===== src/rtl/router_pkt_fifo.sv =====
// router_pkt_fifo: packet-aware output buffer for one router channel.
// Each entry carries a header tag bit above the data word. The block tracks
// how many bytes of the current packet are still unread and how many
// headers are held, and it latches overflow/underflow errors until reset.
module router_pkt_fifo #(
   parameter int WIDTH     = 8,
   parameter int DEPTH     = 16,
   parameter int ADD_WIDTH = 4,
   parameter int AF_THRESH = DEPTH - 2,
   parameter int AE_THRESH = 2,
   parameter int LFD_DELAY = 0
) (
   input  logic                 clock,
   input  logic                 reset,
   input  logic                 soft_reset,
   input  logic                 write_enb,
   input  logic                 read_enb,
   input  logic                 lfd_state,
   input  logic [WIDTH-1:0]     data_in,
   output logic [WIDTH-1:0]     data_out,
   output logic                 data_valid,
   output logic                 empty,
   output logic                 full,
   output logic                 almost_full,
   output logic                 almost_empty,
   output logic [ADD_WIDTH:0]   occupancy,
   output logic [ADD_WIDTH:0]   pkt_count,
   output logic [WIDTH-2:0]     pkt_remaining,
   output logic                 overflow_err,
   output logic                 underflow_err
);

   localparam int PW = ADD_WIDTH + 1;
   localparam logic [PW-1:0] AF_T = PW'(AF_THRESH);
   localparam logic [PW-1:0] AE_T = PW'(AE_THRESH);
   localparam logic [PW-1:0] PTR_ONE = PW'(1);
   localparam logic [WIDTH-2:0] REM_ONE = (WIDTH-1)'(1);

   // Bit WIDTH of each entry is the header tag.
   logic [WIDTH:0]   mem [DEPTH];
   logic [PW-1:0]    wr_ptr;
   logic [PW-1:0]    rd_ptr;
   logic             lfd_q;
   logic             flush;
   logic             wr_acc;
   logic             rd_acc;
   logic             tag_in;
   logic             tag_wr;
   logic             tag_rd;
   logic [WIDTH:0]   rd_word;

   // Status flags derive directly from the pointers so they reflect the
   // state before the next edge; acceptance decisions use these values.
   assign empty        = (wr_ptr == rd_ptr);
   assign full         = (wr_ptr[PW-1] != rd_ptr[PW-1]) &&
                         (wr_ptr[PW-2:0] == rd_ptr[PW-2:0]);
   assign occupancy    = wr_ptr - rd_ptr;
   assign almost_full  = (occupancy >= AF_T);
   assign almost_empty = (occupancy <= AE_T);

   // A full FIFO rejects writes even when a read frees a slot on the same
   // edge; an empty FIFO rejects reads even when a write lands on that edge.
   assign flush   = reset || soft_reset;
   assign wr_acc  = write_enb && !full;
   assign rd_acc  = read_enb && !empty;
   assign tag_in  = (LFD_DELAY != 0) ? lfd_q : lfd_state;
   assign rd_word = mem[rd_ptr[ADD_WIDTH-1:0]];
   assign tag_wr  = wr_acc && tag_in;
   assign tag_rd  = rd_acc && rd_word[WIDTH];

   // Storage is never cleared; the pointer reset alone discards contents.
   always_ff @(posedge clock) begin
      if (!flush && wr_acc)
         mem[wr_ptr[ADD_WIDTH-1:0]] <= {tag_in, data_in};
   end

   // Read and write pointers, wrapping naturally on the extra MSB.
   always_ff @(posedge clock) begin
      if (flush) begin
         wr_ptr <= '0;
         rd_ptr <= '0;
      end else begin
         if (wr_acc) wr_ptr <= wr_ptr + PTR_ONE;
         if (rd_acc) rd_ptr <= rd_ptr + PTR_ONE;
      end
   end

   // Registered read port: data_out holds its last value between reads.
   always_ff @(posedge clock) begin
      if (flush) begin
         data_out   <= '0;
         data_valid <= 1'b0;
      end else begin
         data_valid <= rd_acc;
         if (rd_acc) data_out <= rd_word[WIDTH-1:0];
      end
   end

   // Header count: a tagged write and tagged read on one edge cancel out.
   always_ff @(posedge clock) begin
      if (flush)
         pkt_count <= '0;
      else if (tag_wr && !tag_rd)
         pkt_count <= pkt_count + PTR_ONE;
      else if (!tag_wr && tag_rd)
         pkt_count <= pkt_count - PTR_ONE;
   end

   // Bytes left in the packet being read: a header loads payload length
   // plus one parity byte, every other byte counts down to zero.
   always_ff @(posedge clock) begin
      if (flush)
         pkt_remaining <= '0;
      else if (rd_acc) begin
         if (rd_word[WIDTH])
            pkt_remaining <= {1'b0, rd_word[WIDTH-1:2]} + REM_ONE;
         else if (pkt_remaining != '0)
            pkt_remaining <= pkt_remaining - REM_ONE;
      end
   end

   // Sticky error flags, cleared only by reset or flush.
   always_ff @(posedge clock) begin
      if (flush) begin
         overflow_err  <= 1'b0;
         underflow_err <= 1'b0;
      end else begin
         if (write_enb && full)  overflow_err  <= 1'b1;
         if (read_enb && empty)  underflow_err <= 1'b1;
      end
   end

   // One-cycle-delayed header marker for write paths where the FSM raises
   // lfd_state ahead of the header byte.
   always_ff @(posedge clock) begin
      if (flush) lfd_q <= 1'b0;
      else       lfd_q <= lfd_state;
   end

endmodule


===== config.mk =====
export PLATFORM = sky130hd
export DESIGN_NAME = router_pkt_fifo
export DESIGN_NICKNAME = d
export VERILOG_FILES = /design/src/rtl/router_pkt_fifo.sv
export SDC_FILE = /design/constraint.sdc
export NUM_CORES = 1
export LEC_CHECK = 0
export BUFFER_PORTS_ARGS = -buffer_cell sky130_fd_sc_hd__clkbuf_2
export CORE_MARGIN = 4
export CORE_UTILIZATION = 25
export CTS_CLUSTER_DIAMETER = 30
export DETAILED_ROUTE_END_ITERATION = 10
export MAX_ROUTING_LAYER = met4
export PLACE_DENSITY = 0.49
export REMOVE_ABC_BUFFERS = 1
export SLEW_MARGIN = 20
export SYNTH_ARGS = -nofsm -noshare
export SYNTH_HDL_FRONTEND = slang
export SYNTH_SLANG_ARGS = --single-unit

===== constraint.sdc =====
create_clock -name clock -period 8.25 [get_ports clock]
set_input_delay 0 -clock clock [delete_from_list [all_inputs] [get_ports clock]]
set_output_delay 0 -clock clock [all_outputs]
set_load 0.02 [all_outputs]

Word level (Yosys, flattened, before mapping) --
Memory sizes are Yosys's and may differ from the RTL's. A register that Yosys moved wholly into a read port is not among the register bits. Index checks and enable logic that the tools add are counted.
Cells by class: add/subtract/negate cells 7, order comparisons 2, equality and inequality tests 3, muxes and demuxes 8, reduce and logical (&&, ||, !) cells 20
Operators with widths (number):
- 5-bit by 1-bit adder with 5-bit output (second input constant) | 3
- 7-bit two-way mux | 2
- 1-bit logical AND | 10
- 5-bit two-way mux | 2
- 4-bit two-way mux | 2
- 6-bit by 1-bit adder with 7-bit output (second input constant) | 1
- 7-bit nonzero test | 1
- 7-bit by 1-bit subtractor with 7-bit output (second input constant) | 1
- 5-bit equality test | 1
- 5-bit by 4-bit >= comparator with 1-bit output (second input constant) | 1
- 5-bit by 2-bit <= comparator with 1-bit output (second input constant) | 1
- 1-bit zero test | 5
- 5-bit by 1-bit subtractor with 5-bit output (second input constant) | 1
- 5-bit subtractor | 1
- 4-bit equality test | 1
- 2-bit nonzero test | 2
- 1-bit two-way mux | 2
- 2-bit AND reduction | 1
- 1-bit logical OR | 1
- 1-bit inequality test | 1
Word-level totals: flip-flop bits (word level) 33, memory bits (writable) 144, input bits 14, output and inout bits 32, logic and storage cells 49, memories 1
Memory list:
- mem | depth 16, bits a word 9, read ports 1, clocked after memory_dff 1, wr ports 1, line 40 | logic [WIDTH:0] mem [DEPTH];

Logic depth before layout (Yosys ltp) --
word-level depth 9, gate-level depth with buffers 16

Worst setup path before layout --
OpenSTA, ideal clock, no wires.
path type reg2reg, from register with a tool-made name, to register pkt_count[4], arrival time 3.251 ns, required time 8.180 ns, path slack 4.930 ns, cell stages (with the launch flop) 16, path buffers 2, clock period less this slack 3.320 ns, cells stage by stage dfxtp_1 -> buf_6 -> mux4_1 -> a22o_1 -> a221oi_4 -> buf_6 -> nor2_4 -> inv_1 -> ha_1 -> inv_1 -> fa_1 -> a21o_1 -> a21oi_1 -> xnor2_1 -> or3_1 -> a21oi_1
RTL lines:
- to (signal assigned) | line 104 | pkt_count <= pkt_count + PTR_ONE;
- to (signal assigned) | line 106 | pkt_count <= pkt_count - PTR_ONE;
- to (decl) | line 27 | output logic [ADD_WIDTH:0] pkt_count,

==> flow_metrics.env <==
export IMPL_critPathMaxFanout=36
export IMPL_max_slew_worst_pin_slew_ns=1.09
export IMPL_gp_congestion=0.781
export IMPL_yosysSeqAreaShare=0.660
export IMPL_clock_skew_ns=0.0157
export IMPL_seqPwrFrac=0.526
export IMPL_path_cells="buf_4 -> mux4_1 -> a22o_1 -> a221oi_4 -> nor2_4 -> inv_1 -> ha_1 -> inv_1 -> fa_1 -> a21o_1 -> a21oi_1 -> xnor2_1 -> or3_1 -> a21oi_1"
export IMPL_drv_slew=0
export IMPL_post_cts_setup_buffer_count=0
export IMPL_ant_nets=0
export IMPL_fin_crit_ns=4.21
export IMPL_grt_total_usage=0.110
export IMPL_min_from="data_in[4]"
export IMPL_top_layer="met4"
export IMPL_start_util=0.256
export IMPL_met2WireLength_mm=8.44
export IMPL_synth_largest_area_cell="edfxtp_1"
export IMPL_reg2reg_to="pkt_count[4]"
export IMPL_grt_ovfl_total=0
export IMPL_vias=4230
export IMPL_drt_total_wl_mm=17.6
export IMPL_antenna_found_initial=1
export IMPL_timing_fmax_mhz=237
export IMPL_grt_pass1_wl_mm=26.8
export IMPL_numCtsBuffers=17
export IMPL_hpwl_mm=11.1
export IMPL_endpoint_kind="flop"
export IMPL_leakagePower_nw=3.01
export IMPL_firstDrtPassIters=4
export IMPL_period_share=0.511
export IMPL_clkPwrFrac=0.430
export IMPL_grt_max_degree=37
export IMPL_max_stage_delay_ns=0.65
export IMPL_cp_data_required_time_ns=8.61
export IMPL_area_growth_synth_to_final_pct=17.9
export IMPL_whs_endpoint="mem[4][4]"
export IMPL_crit_type="flop to flop"
export IMPL_rsz0062_at_grt="no"
export IMPL_internal_power_w=0.00145
export IMPL_pwr_share_comb=0.044
export IMPL_grt_pass1_vias=4403
export IMPL_clk_pin_slew_ns=0.07
export IMPL_wl_per_cell_um=18.6
export IMPL_drt_iter0_markers=310
export IMPL_maxSlewHeadroom=0.274
export IMPL_ys_warn_count=0
export IMPL_drv_cap=0
export IMPL_p_switching_w=0.000433
export IMPL_worstRegToRegCells=14
export IMPL_wl_met1_mm=8.23
export IMPL_drive_gt1_frac=0.234
export IMPL_fp_dieW_um=183
export IMPL_vdd_drop_max_mv=0.178
export IMPL_io_buffers=45
export IMPL_cts_buffer_depth=2
export IMPL_setup_tns_ns=0
export IMPL_nNetsFinal=574
export IMPL_root_buffer="clkbuf_16"
export IMPL_htreeDepth=4
export IMPL_setup_violations_final=0
export IMPL_startpoint_type="flop"
export IMPL_die_height_um=183
export IMPL_wl_met3_um=747
export IMPL_power_density_mw_per_mm2=208
export IMPL_ys_seq_elements=181
export IMPL_die_area_mm2=0.0336
export IMPL_timing_hold_ws_ns=-0.00646
export IMPL_hold_depth=1
export IMPL_crit_arrival_ns=4.57
export IMPL_synth_cell_types=56
export IMPL_ff2ff_setup_slack_ns=4.04
export IMPL_setup_slack_ns=4.04
export IMPL_switching_share=0.230
export IMPL_vias_per_cell=4.47
export IMPL_tritoncts="yes"
export IMPL_hold_path_class="primary input to flop"
export IMPL_cp_slowest_cell="mux4_1"
export IMPL_drc=0
export IMPL_violations="hold timing"
export IMPL_dp_slack_ns=4.05
export IMPL_status="finished with violations"
export IMPL_pin_count=46
export IMPL_core_mm2=0.0300
export IMPL_synth_top_area_frac=0.564
export IMPL_yosys_top_cells_area="edfxtp_1, dfxtp_1, mux4_1"
export IMPL_syn_area_per_cell_um2=16.3
export IMPL_synth_cells=472
export IMPL_hold_violations=8
export IMPL_cts_sinks=181
export IMPL_std_cell_rows=63
export IMPL_clkLatencyLatePin_ns=0.43
export IMPL_netlist_area_mm2=0.00767
kinds of logic after synthesis:
| kind of cell | synth area share |
|---|---|
| buffers and inverters | 0.0298 |
| AND/OR/NAND/NOR | 0.0648 |
| multiplexers | 0.127 |
| AO/OA/AOI/OAI | 0.0636 |
| flip-flops | 0.660 |
| XOR/XNOR | 0.0228 |
| adder cells (fa/ha/maj) | 0.0313 |
worst max-delay path, delay by kind of cell (launching register included):
kind,cells,cell delay [ns]
buffers and inverters,3,0.78
XOR/XNOR,1,0.09
multiplexers,1,0.65
AND/OR/NAND/NOR,2,0.37
AO/OA/AOI/OAI,5,1.33
flip-flops,1,0.31
adder cells (fa/ha/maj),2,0.60
worst max-delay path by stage:
stage          startpoint  cells past startpoint      endpoint  slack [ns]
2_1_floorplan        flop                     13  pkt_count[4]        3.77
3_3_place_gp         flop                     14  pkt_count[4]        4.11
3_5_place_dp         flop                     14  pkt_count[4]        4.05
4_1_cts              flop                     14  pkt_count[4]        4.02
5_1_grt              flop                     14  pkt_count[4]        3.77
6_report             flop                     14  pkt_count[4]        4.04
routing by layer:
metal	vias to the layer above	GRT usage
li1	1977	-
met1	2156	0.141
met2	84	0.177
met3	13	0.0305
met4	0	0.0223
met5	-	-
metrics by stage:
stage / util / power (W) / cells / hold slack, ns / instance area (um2)
floorplan: - / 0.00106 / 451 / 0.0989 / 7490
global route: 0.302 / 0.00195 / 946 / 0.0141 / 9040
CTS: 0.302 / 0.00190 / 945 / 0.00395 / 9040
detailed placement: 0.278 / 0.00109 / 901 / 0.262 / 8320
global placement: 0.278 / 0.00109 / 901 / 0.243 / 8320
finish: 0.302 / 0.00188 / 946 / -0.00646 / 9040
cell type report:
class                   instances  area [um2]
fillers                      2975       20900
flip-flops and latches        181        5070
multi-input cells             258        2390
well taps                     390         488
repair buffers                 72         458
clock buffers                  17         425
clock inverters                15         168
inverters                      12        45.0
diodes                          1        2.50
power groups by stage:
stage | logic (W) | clock network (W) | registers (W)
2_1_floorplan | 0.0000435 | 0 | 0.00102
3_3_place_gp | 0.0000762 | 0 | 0.00101
3_5_place_dp | 0.0000787 | 0 | 0.00101
4_1_cts | 0.0000841 | 0.000827 | 0.000991
5_1_grt | 0.0000923 | 0.000863 | 0.000991
6_report | 0.0000831 | 0.000809 | 0.000991
placed cells by master (no fill, tap or decap), types with 4 or more instances in the layout:
cell / count
o21ai_0: 8
edfxtp_1: 144
nand3_1: 5
mux4_2: 21
inv_1: 11
ha_1: 16
xnor2_1: 10
mux4_1: 18
clkbuf_16: 17
a22oi_1: 10
nand2_1: 33
dlygate4sd3_1: 12
dfxtp_1: 36
xor2_1: 10
nand4_1: 4
nor3_1: 6
clkbuf_2: 45
buf_4: 15
a21o_1: 5
nor2b_1: 4
nor2_1: 37
a21oi_1: 22
cells in the mapped netlist, drive strengths merged:
master	number
a31o	3
o21ai	9
clkbuf	7
nand4	4
nand3	6
mux4	39
and2	3
a21oi	25
o311ai	1
a21boi	2
or2b	1
o211ai	1
clkinv	1
or3	3
xor2	10
a2111oi	1
a22o	1
xnor2	10
inv	11
nand4bb	1
nand4b	1
edfxtp	144
o31ai	1
o41ai	1
a221oi	1
mux2	1
a21o	5
nor2b	5
buf	14
ha	16
or2	1
a31oi	4
dfxtp	37
a22oi	10
mux2i	2
o31a	1
nand2	34
nor2	41
fa	2
o22ai	1
nor3	6
nand2b	2
o211a	3
state kept, by name, indices dropped and copies added (netlist names), named ones only:
| register | count |
|---|---|
| rd_ptr | 5 |
| wr_ptr | 5 |
| underflow_err | 1 |
| mem | 144 |
| overflow_err | 1 |
| pkt_remaining | 7 |
| data_out | 8 |
| data_valid | 1 |
| pkt_count | 5 |
what timing repair did:
item                      CTS  global route
resized for setup           0             0
hold buffers               12             0
hold endpoints to repair  105             0
(Power assumes the default switching activity.)
